$ cat config.mk
export PLATFORM = sky130hd
export DESIGN_NAME = mem_access_unit
export DESIGN_NICKNAME = d
export VERILOG_FILES = /design/src/rtl/mem_access_unit.sv
export SDC_FILE = /design/constraint.sdc
export NUM_CORES = 1
export LEC_CHECK = 0
export BUFFER_PORTS_ARGS = -buffer_cell sky130_fd_sc_hd__buf_4
export CORE_ASPECT_RATIO = 1.5
export CORE_MARGIN = 4
export CORE_UTILIZATION = 47
export DETAILED_ROUTE_END_ITERATION = 10
export GPL_TIMING_DRIVEN = 1
export PLACE_DENSITY = 0.89
export SETUP_SLACK_MARGIN = 0.3
export SLEW_MARGIN = 0
export SYNTH_ARGS = -nofsm -noshare
export SYNTH_HDL_FRONTEND = slang
export SYNTH_SLANG_ARGS = --single-unit
$ cat constraint.sdc
create_clock -name clk -period 1.6 [get_ports clk]
set_input_delay 0.08 -clock clk [delete_from_list [all_inputs] [get_ports clk]]
set_output_delay 0.08 -clock clk [all_outputs]
set_load 0.01 [all_outputs]
$ cat src/rtl/mem_access_unit.sv
`default_nettype none
// ============================================================================
// Module      : mem_access_unit
// Description : Memory-port sequencer for the multicycle MIPS datapath.
//               Takes MemRead/MemWrite/IorD/IRWrite strobes from the control
//               unit, drives a req/ready memory port with a latched address,
//               and captures read data into the IR (fetch) or MDR (load).
//               Reports busy/done/err so the control FSM can stall.
// Ports       : clk, rst                 clock, synchronous active-high reset
//               MemRead, MemWrite        access strobes (exactly one is legal)
//               IorD                     address select: 0 = pc, 1 = alu_out
//               IRWrite                  read destination: 1 = instr, 0 = mdr
//               pc, alu_out, wdata       address sources and store data
//               mem_req, mem_we          memory request / write enable
//               mem_addr, mem_wdata      latched address / store data
//               mem_rdata, mem_ready     read data and completion pulse
//               instr, mdr               instruction / memory data registers
//               busy                     stall request (combinational)
//               done, err                one-cycle completion / error pulses
// Revision    : 1.0 - initial release
// ============================================================================
module mem_access_unit #(
    parameter int ADDR_W  = 32,
    parameter int DATA_W  = 32,
    parameter int TIMEOUT = 15
) (
    input  logic              clk,
    input  logic              rst,
    input  logic              MemRead,
    input  logic              MemWrite,
    input  logic              IorD,
    input  logic              IRWrite,
    input  logic [ADDR_W-1:0] pc,
    input  logic [ADDR_W-1:0] alu_out,
    input  logic [DATA_W-1:0] wdata,
    output logic              mem_req,
    output logic              mem_we,
    output logic [ADDR_W-1:0] mem_addr,
    output logic [DATA_W-1:0] mem_wdata,
    input  logic [DATA_W-1:0] mem_rdata,
    input  logic              mem_ready,
    output logic [DATA_W-1:0] instr,
    output logic [DATA_W-1:0] mdr,
    output logic              busy,
    output logic              done,
    output logic              err
);

    // A 1-bit counter is kept when the timeout is disabled so the logic
    // stays well-formed; it is never consulted in that case.
    localparam int                 c_cnt_w    = (TIMEOUT > 0) ? $clog2(TIMEOUT + 1) : 1;
    localparam logic [c_cnt_w-1:0] c_cnt_last = (TIMEOUT > 0) ? c_cnt_w'(TIMEOUT - 1) : '0;
    localparam logic [c_cnt_w-1:0] c_cnt_one  = c_cnt_w'(1);

    typedef enum logic [1:0] {
        S_IDLE = 2'd0,
        S_REQ  = 2'd1,
        S_DONE = 2'd2
    } state_t;

    state_t              r_state;
    logic                r_mem_req;
    logic                r_we;
    logic                r_dest;
    logic [ADDR_W-1:0]   r_addr;
    logic [DATA_W-1:0]   r_wdata;
    logic [DATA_W-1:0]   r_instr;
    logic [DATA_W-1:0]   r_mdr;
    logic                r_done;
    logic                r_err;
    logic [c_cnt_w-1:0]  r_cnt;

    logic [ADDR_W-1:0]   w_addr;
    logic                w_in_req;
    logic                w_one_strobe;
    logic                w_illegal;
    logic                w_timeout;

    assign w_addr       = IorD ? alu_out : pc;
    assign w_in_req     = (r_state == S_REQ);
    assign w_one_strobe = MemRead ^ MemWrite;
    // Misalignment only matters when an access is actually being requested.
    assign w_illegal    = (MemRead & MemWrite) | (w_one_strobe & (w_addr[1:0] != 2'b00));
    // Counter holds the number of REQ cycles already spent without ready,
    // so the last permitted cycle is the one where it equals TIMEOUT-1.
    assign w_timeout    = (TIMEOUT > 0) && (r_cnt == c_cnt_last);

    // Stall is raised in the same cycle as the strobe so the control FSM
    // never advances past an access that has not been accepted yet.
    assign busy      = w_in_req | (~w_in_req & (MemRead | MemWrite));

    assign mem_req   = r_mem_req;
    assign mem_we    = r_we;
    assign mem_addr  = r_addr;
    assign mem_wdata = r_wdata;
    assign instr     = r_instr;
    assign mdr       = r_mdr;
    assign done      = r_done;
    assign err       = r_err;

    always_ff @(posedge clk) begin
        if (rst) begin
            r_state   <= S_IDLE;
            r_mem_req <= 1'b0;
            r_we      <= 1'b0;
            r_dest    <= 1'b0;
            r_addr    <= '0;
            r_wdata   <= '0;
            r_instr   <= '0;
            r_mdr     <= '0;
            r_done    <= 1'b0;
            r_err     <= 1'b0;
            r_cnt     <= '0;
        end else begin
            r_done <= 1'b0;
            r_err  <= 1'b0;
            case (r_state)
                S_REQ: begin
                    // Ready in the final permitted cycle takes priority
                    // over the timeout abort.
                    if (mem_ready) begin
                        if (!r_we) begin
                            if (r_dest) begin
                                r_instr <= mem_rdata;
                            end else begin
                                r_mdr <= mem_rdata;
                            end
                        end
                        r_mem_req <= 1'b0;
                        r_done    <= 1'b1;
                        r_state   <= S_DONE;
                    end else if (w_timeout) begin
                        r_mem_req <= 1'b0;
                        r_err     <= 1'b1;
                        r_state   <= S_IDLE;
                    end else begin
                        r_cnt <= r_cnt + c_cnt_one;
                    end
                end
                default: begin
                    // IDLE and DONE share the accept logic; DONE falls back
                    // to IDLE unless a new legal access is presented.
                    r_state <= S_IDLE;
                    if (w_illegal) begin
                        r_err <= 1'b1;
                    end else if (w_one_strobe) begin
                        r_addr    <= w_addr;
                        r_we      <= MemWrite;
                        r_wdata   <= wdata;
                        r_dest    <= IRWrite;
                        r_cnt     <= '0;
                        r_mem_req <= 1'b1;
                        r_state   <= S_REQ;
                    end
                end
            endcase
        end
    end

endmodule
`default_nettype wire

-- Word-level counts from Yosys, hierarchy flattened
Index checks and enable logic that the tools add are counted.
- memories: 0
- output and inout port bits: 133
- bits in latches: 0
- bits in read-only memories: 0
- flip-flop bits (word level): 139
- input port bits: 135
- memory bits (writable): 0
- bitwise gates (word level): 11
- add/subtract/negate cells: 1
- div/mod/pow operators: 0
- reductions and logical operators: 8
- shift-type cells: 0
- equality and inequality tests: 6
- order comparisons: 0
- multiplexer cells: 21
- multipliers: 0
- operators by type and width (kind ; count):
    2-to-1 mux 32 bit ; 1
    2-to-1 mux 4 bit ; 5
    2-to-1 mux 1 bit ; 12
    AND reduction 4 bit ; 3
    2-to-1 mux 2 bit ; 3
    inequality test 2 bit (second input constant) ; 3
    AND reduction 3 bit ; 2
    adder 4 x 1 -> 4 bit (second input constant) ; 1
    == test 4 bit (second input constant) ; 1
    inverter 1 bit ; 4
    nonzero test 2 bit ; 2
    bitwise AND 1 bit ; 3
    inequality test 3 x 2 -> 1 bit (second input constant) ; 1
    OR 1 bit ; 3
    == test 2 x 1 -> 1 bit (second input constant) ; 1
    OR reduction 2 bit ; 1
    bitwise XOR 1 bit ; 1

-- Longest topological paths before layout
- word-level depth: 6
- mapped depth: 7
- gate-level depth less buffers: 5

-- Least setup slack after synthesis
Ideal clock, no wire load.
- path type: input -> register
- start: input IorD
- end: register r_wdata[0] (netlist: mem_wdata[0])
- data required time: 1528 ps
- setup time: 72 ps
- slack: 150 ps
- buffers on the path: 2
- stages: 5
- arrival: 1379 ps
- path through: or3_4 -> a2111oi_4 -> buf_6 -> buf_6 -> mux2i_1
- cells in the longest elaborated chain, start to end: 6
- ends and longest elaborated chain (element ; RTL line ; text):
    start: declaration ; 31 ; input logic IorD,
    2-to-1 mux 32 bit ; 79 ; assign w_addr = IorD ? alu_out : pc;
    nonzero test 2 bit ; 83 ; assign w_illegal = (MemRead & MemWrite) | (w_one_strobe & (w_addr[1:0] != 2'b00));
    bitwise AND 1 bit ; 83 ;
    OR 1 bit ; 83 ;
    inverter 1 bit (no source line) ; n/a ;
    AND reduction 3 bit (no source line) ; n/a ;
    end signal: assignment ; 149 ; r_wdata <= wdata;
    end: declaration ; 66 ; logic [DATA_W-1:0] r_wdata;
Every way passes these cells.
A chain may end at the register's enable or synchronous reset.

-- Worst setup path in the final report
- start: register r_state[1]
- end: register r_mdr[17] (netlist: mdr[17])
- cells in the longest elaborated chain, start to end: 2
- ends and longest elaborated chain (element ; RTL line ; text):
    start: declaration ; 61 ; state_t r_state;
    start signal: assignment ; 103 ; r_state <= S_IDLE;
    start signal: assignment ; 131 ; r_state <= S_DONE;
    start signal: assignment ; 135 ; r_state <= S_IDLE;
    == test 2 x 1 -> 1 bit ; 117 ; case (r_state)
    AND reduction 4 bit (no source line) ; n/a ;
    end signal: assignment ; 126 ; r_mdr <= mem_rdata;
    end: declaration ; 68 ; logic [DATA_W-1:0] r_mdr;
Every way passes these cells.

==> results.sh <==
export IMPL_power_mw=8.469
export IMPL_drt_iter0_markers=143
export IMPL_period_minus_slack_ps=1481
export IMPL_synth_ff_type="dfxtp_1"
export IMPL_drc=0
export IMPL_drtPass1Iterations=4
export IMPL_crit_arrival_ps=1800
export IMPL_end_kind="flop"
export IMPL_p_leak_nw=4.610
export IMPL_place_gp_congestion=0.7798
export IMPL_post_drt_wl_per_cell_um=17.33
export IMPL_grt_pass1_vias=5866
export IMPL_seq_area_frac_synth_pct=47.61
export IMPL_port_buffers=267
export IMPL_worst_pin_slew_ps=304.9
export IMPL_antenna_cells=0
export IMPL_hold_viol=0
export IMPL_fin_skew_ps=11.66
export IMPL_htreeDepth=4
export IMPL_antenna_found_initial=0
export IMPL_coreArea_um2=12080
export IMPL_hold_class="in -> reg"
export IMPL_path_clk_slew_ps=60
export IMPL_cts_root_buf="clkbuf_16"
export IMPL_fillerInstances=724
export IMPL_post_route_period_util_pct=92.55
export IMPL_clock_latency_ps=410
export IMPL_grt_max_degree=68
export IMPL_powerDensity_nw_per_um2=876.9
export IMPL_ir_drop_mv=0.6453
export IMPL_fin_cells=1120
export IMPL_antenna_left=0
export IMPL_fmax_ghz=0.6753
export IMPL_die_h_um=144.6
export IMPL_crit_path_start_kind="flop"
export IMPL_slew_headroom_pct=79.63
export IMPL_ys_ff_latch=139
export IMPL_initial_core_util_pct=48.39
export IMPL_grt_pass1_wl_um=29090
export IMPL_dpl_cell_count=1002
export IMPL_cts_tree="yes"
export IMPL_place_worst_setup_slack_ps=-81.57
export IMPL_setup_viol=0
export IMPL_grt_overflow_total=0
export IMPL_synthCells=615
export IMPL_path_class="reg -> reg"
export IMPL_outcome="finished clean"
export IMPL_clockBufferDepth=2
export IMPL_slew_violations=0
export IMPL_hpwl_um=11800
export IMPL_routed_wl_um=19410
export IMPL_synth_fp_nets=754
export IMPL_layout_nets=1093
export IMPL_yosysWarnings=0
export IMPL_synth_edff_count=0
export IMPL_cts_sinks=139
export IMPL_seqCellArea_um2=2789
export IMPL_grt_setup_unrepaired="yes"
export IMPL_die_area_um2=14320
export IMPL_cp_max_fo=8
export IMPL_num_rows=49
export IMPL_synthDistinctLibCells=38
export IMPL_avgSynthCellArea_um2=9.503
export IMPL_layout_drive_gt1_share_pct=39.71
export IMPL_vias=5663
export IMPL_die_w_um=99.05
export IMPL_multi_input_area_um2=2885
export IMPL_io_pins=268
export IMPL_grt_usage_pct=25.80
export IMPL_drv_cap=0
export IMPL_async_reset_ff_share_pct=0
export IMPL_area_growth_pct=65.25
export IMPL_via_per_inst=5.056
export IMPL_netlist_area_um2=5844
export IMPL_worstPathRequired_ps=1920
export IMPL_numCtsBuffers=17
export IMPL_setup_ws_ps=119.2
export IMPL_reg2reg_slack_ps=120
## final cells by class
class | instances | area share (%)
clock buffers | 19 | 4.586
clock inverters | 13 | 1.218
inverters | 5 | 0.2461
multi-input cells | 425 | 29.87
flip-flops and latches | 139 | 28.88
well taps | 153 | 1.982
repair buffers | 366 | 33.22
## logic make-up after synthesis
group	Yosys count	synth area share [%]
adders and majority gates	4	0.8564
AOI/OAI and AO/OA	15	2.312
and+or+nand+nor	248	17.15
buffers and inverters	51	4.367
muxes	158	27.70
DFF	139	47.61
## worst max-delay path, stage by stage (launching register included)
cell and delay [ps]:
dfxtp_2 320, nand3b_1 210, or3_4 450, buf_16 190
mux2i_1 220
## report_power, final
group	internal, mW	switching [mW]	total (mW)
registers	3.54	0.0451	3.59
logic	0.681	0.472	1.15
clock network	2.19	1.54	3.73
## sequential cells by signal, indices dropped and copies added, names as in the netlist, 2 cells and up
name and flops:
r_state 2, mdr 32, r_cnt 4, mem_wdata 32, mem_addr 32, instr 32
## Yosys cell counts (2+ instances only)
cell type  instances  area [µm²]
nor2b_1            3       18.77
o211ai_1           4       30.03
nand2_1          224       840.8
and3_1             3       18.77
inv_1              4       15.01
nand2b_1           2       12.51
dfxtp_1          139        2783
buf_6              7       78.83
nand3_1            2       10.01
clkbuf_1          26       97.59
nor2_1             3       11.26
ha_1               4       50.05
nor3b_1            2       15.01
buf_1              6       22.52
buf_2              6       30.03
or3b_1             2       17.52
mux2_2            30       337.8
mux2i_1          128        1281
## timing repair
action	CTS	global route
cloned	6	3
pin swaps	5	5
endpoints found under the setup margin	137	138
endpoints found under the hold margin	103	0
setup buffers	4	6
hold buffers	67	0
resized for setup	16	12
## per-stage QoR
stage | setup TNS, ps | cell area, µm² | hold slack (ps) | utilization, %
floorplan | 0 | 5931 | 222.1 | -
global placement | -1291 | 8020 | 337.4 | 66.40
detailed placement | -2623 | 8020 | 346.7 | 66.40
CTS | 0 | 9510 | 27.92 | 78.74
global route | 0 | 9658 | 60.92 | 79.96
finish | 0 | 9658 | 46.73 | 79.96
## metal layers
metal	part of all wire [%]	global-route usage (%)
met5	0	0
met4	4.8	14.10
met3	5.9	6.902
met2	55	48.62
met1	35	25.31
## cells in the final DEF, fill, tap and decap left out, drive strengths merged, types with 3 or more instances in the layout
cell and n:
buf 294, nand2 224, dfxtp 139, mux2i 128, dlygate4sd3 67, mux2 30
clkbuf 22, inv 8, clkinvlp 5, o211ai 4, ha 4, clkinv 4
nor2 3, or3b 3, nor2b 3, and3 3
## path summary, 6_finish.rpt
| check | from | endpoint | cells after the start |
|---|---|---|---|
| worst max register to register | r_state[1]$_SDFFE_PP0P_ | mdr[17]$_SDFFE_PP0P_ | 4 |
| worst max-delay path | r_state[1]$_SDFFE_PP0P_ | mdr[17]$_SDFFE_PP0P_ | 4 |
| worst min-delay path | mem_ready | mem_req$_SDFFE_PP0P_ | 3 |
| worst min register to register | mem_wdata[24]$_SDFFE_PP0P_ | mem_wdata[24]$_SDFFE_PP0P_ | 2 |
No activity file was read; power rests on OpenSTA's default activity.
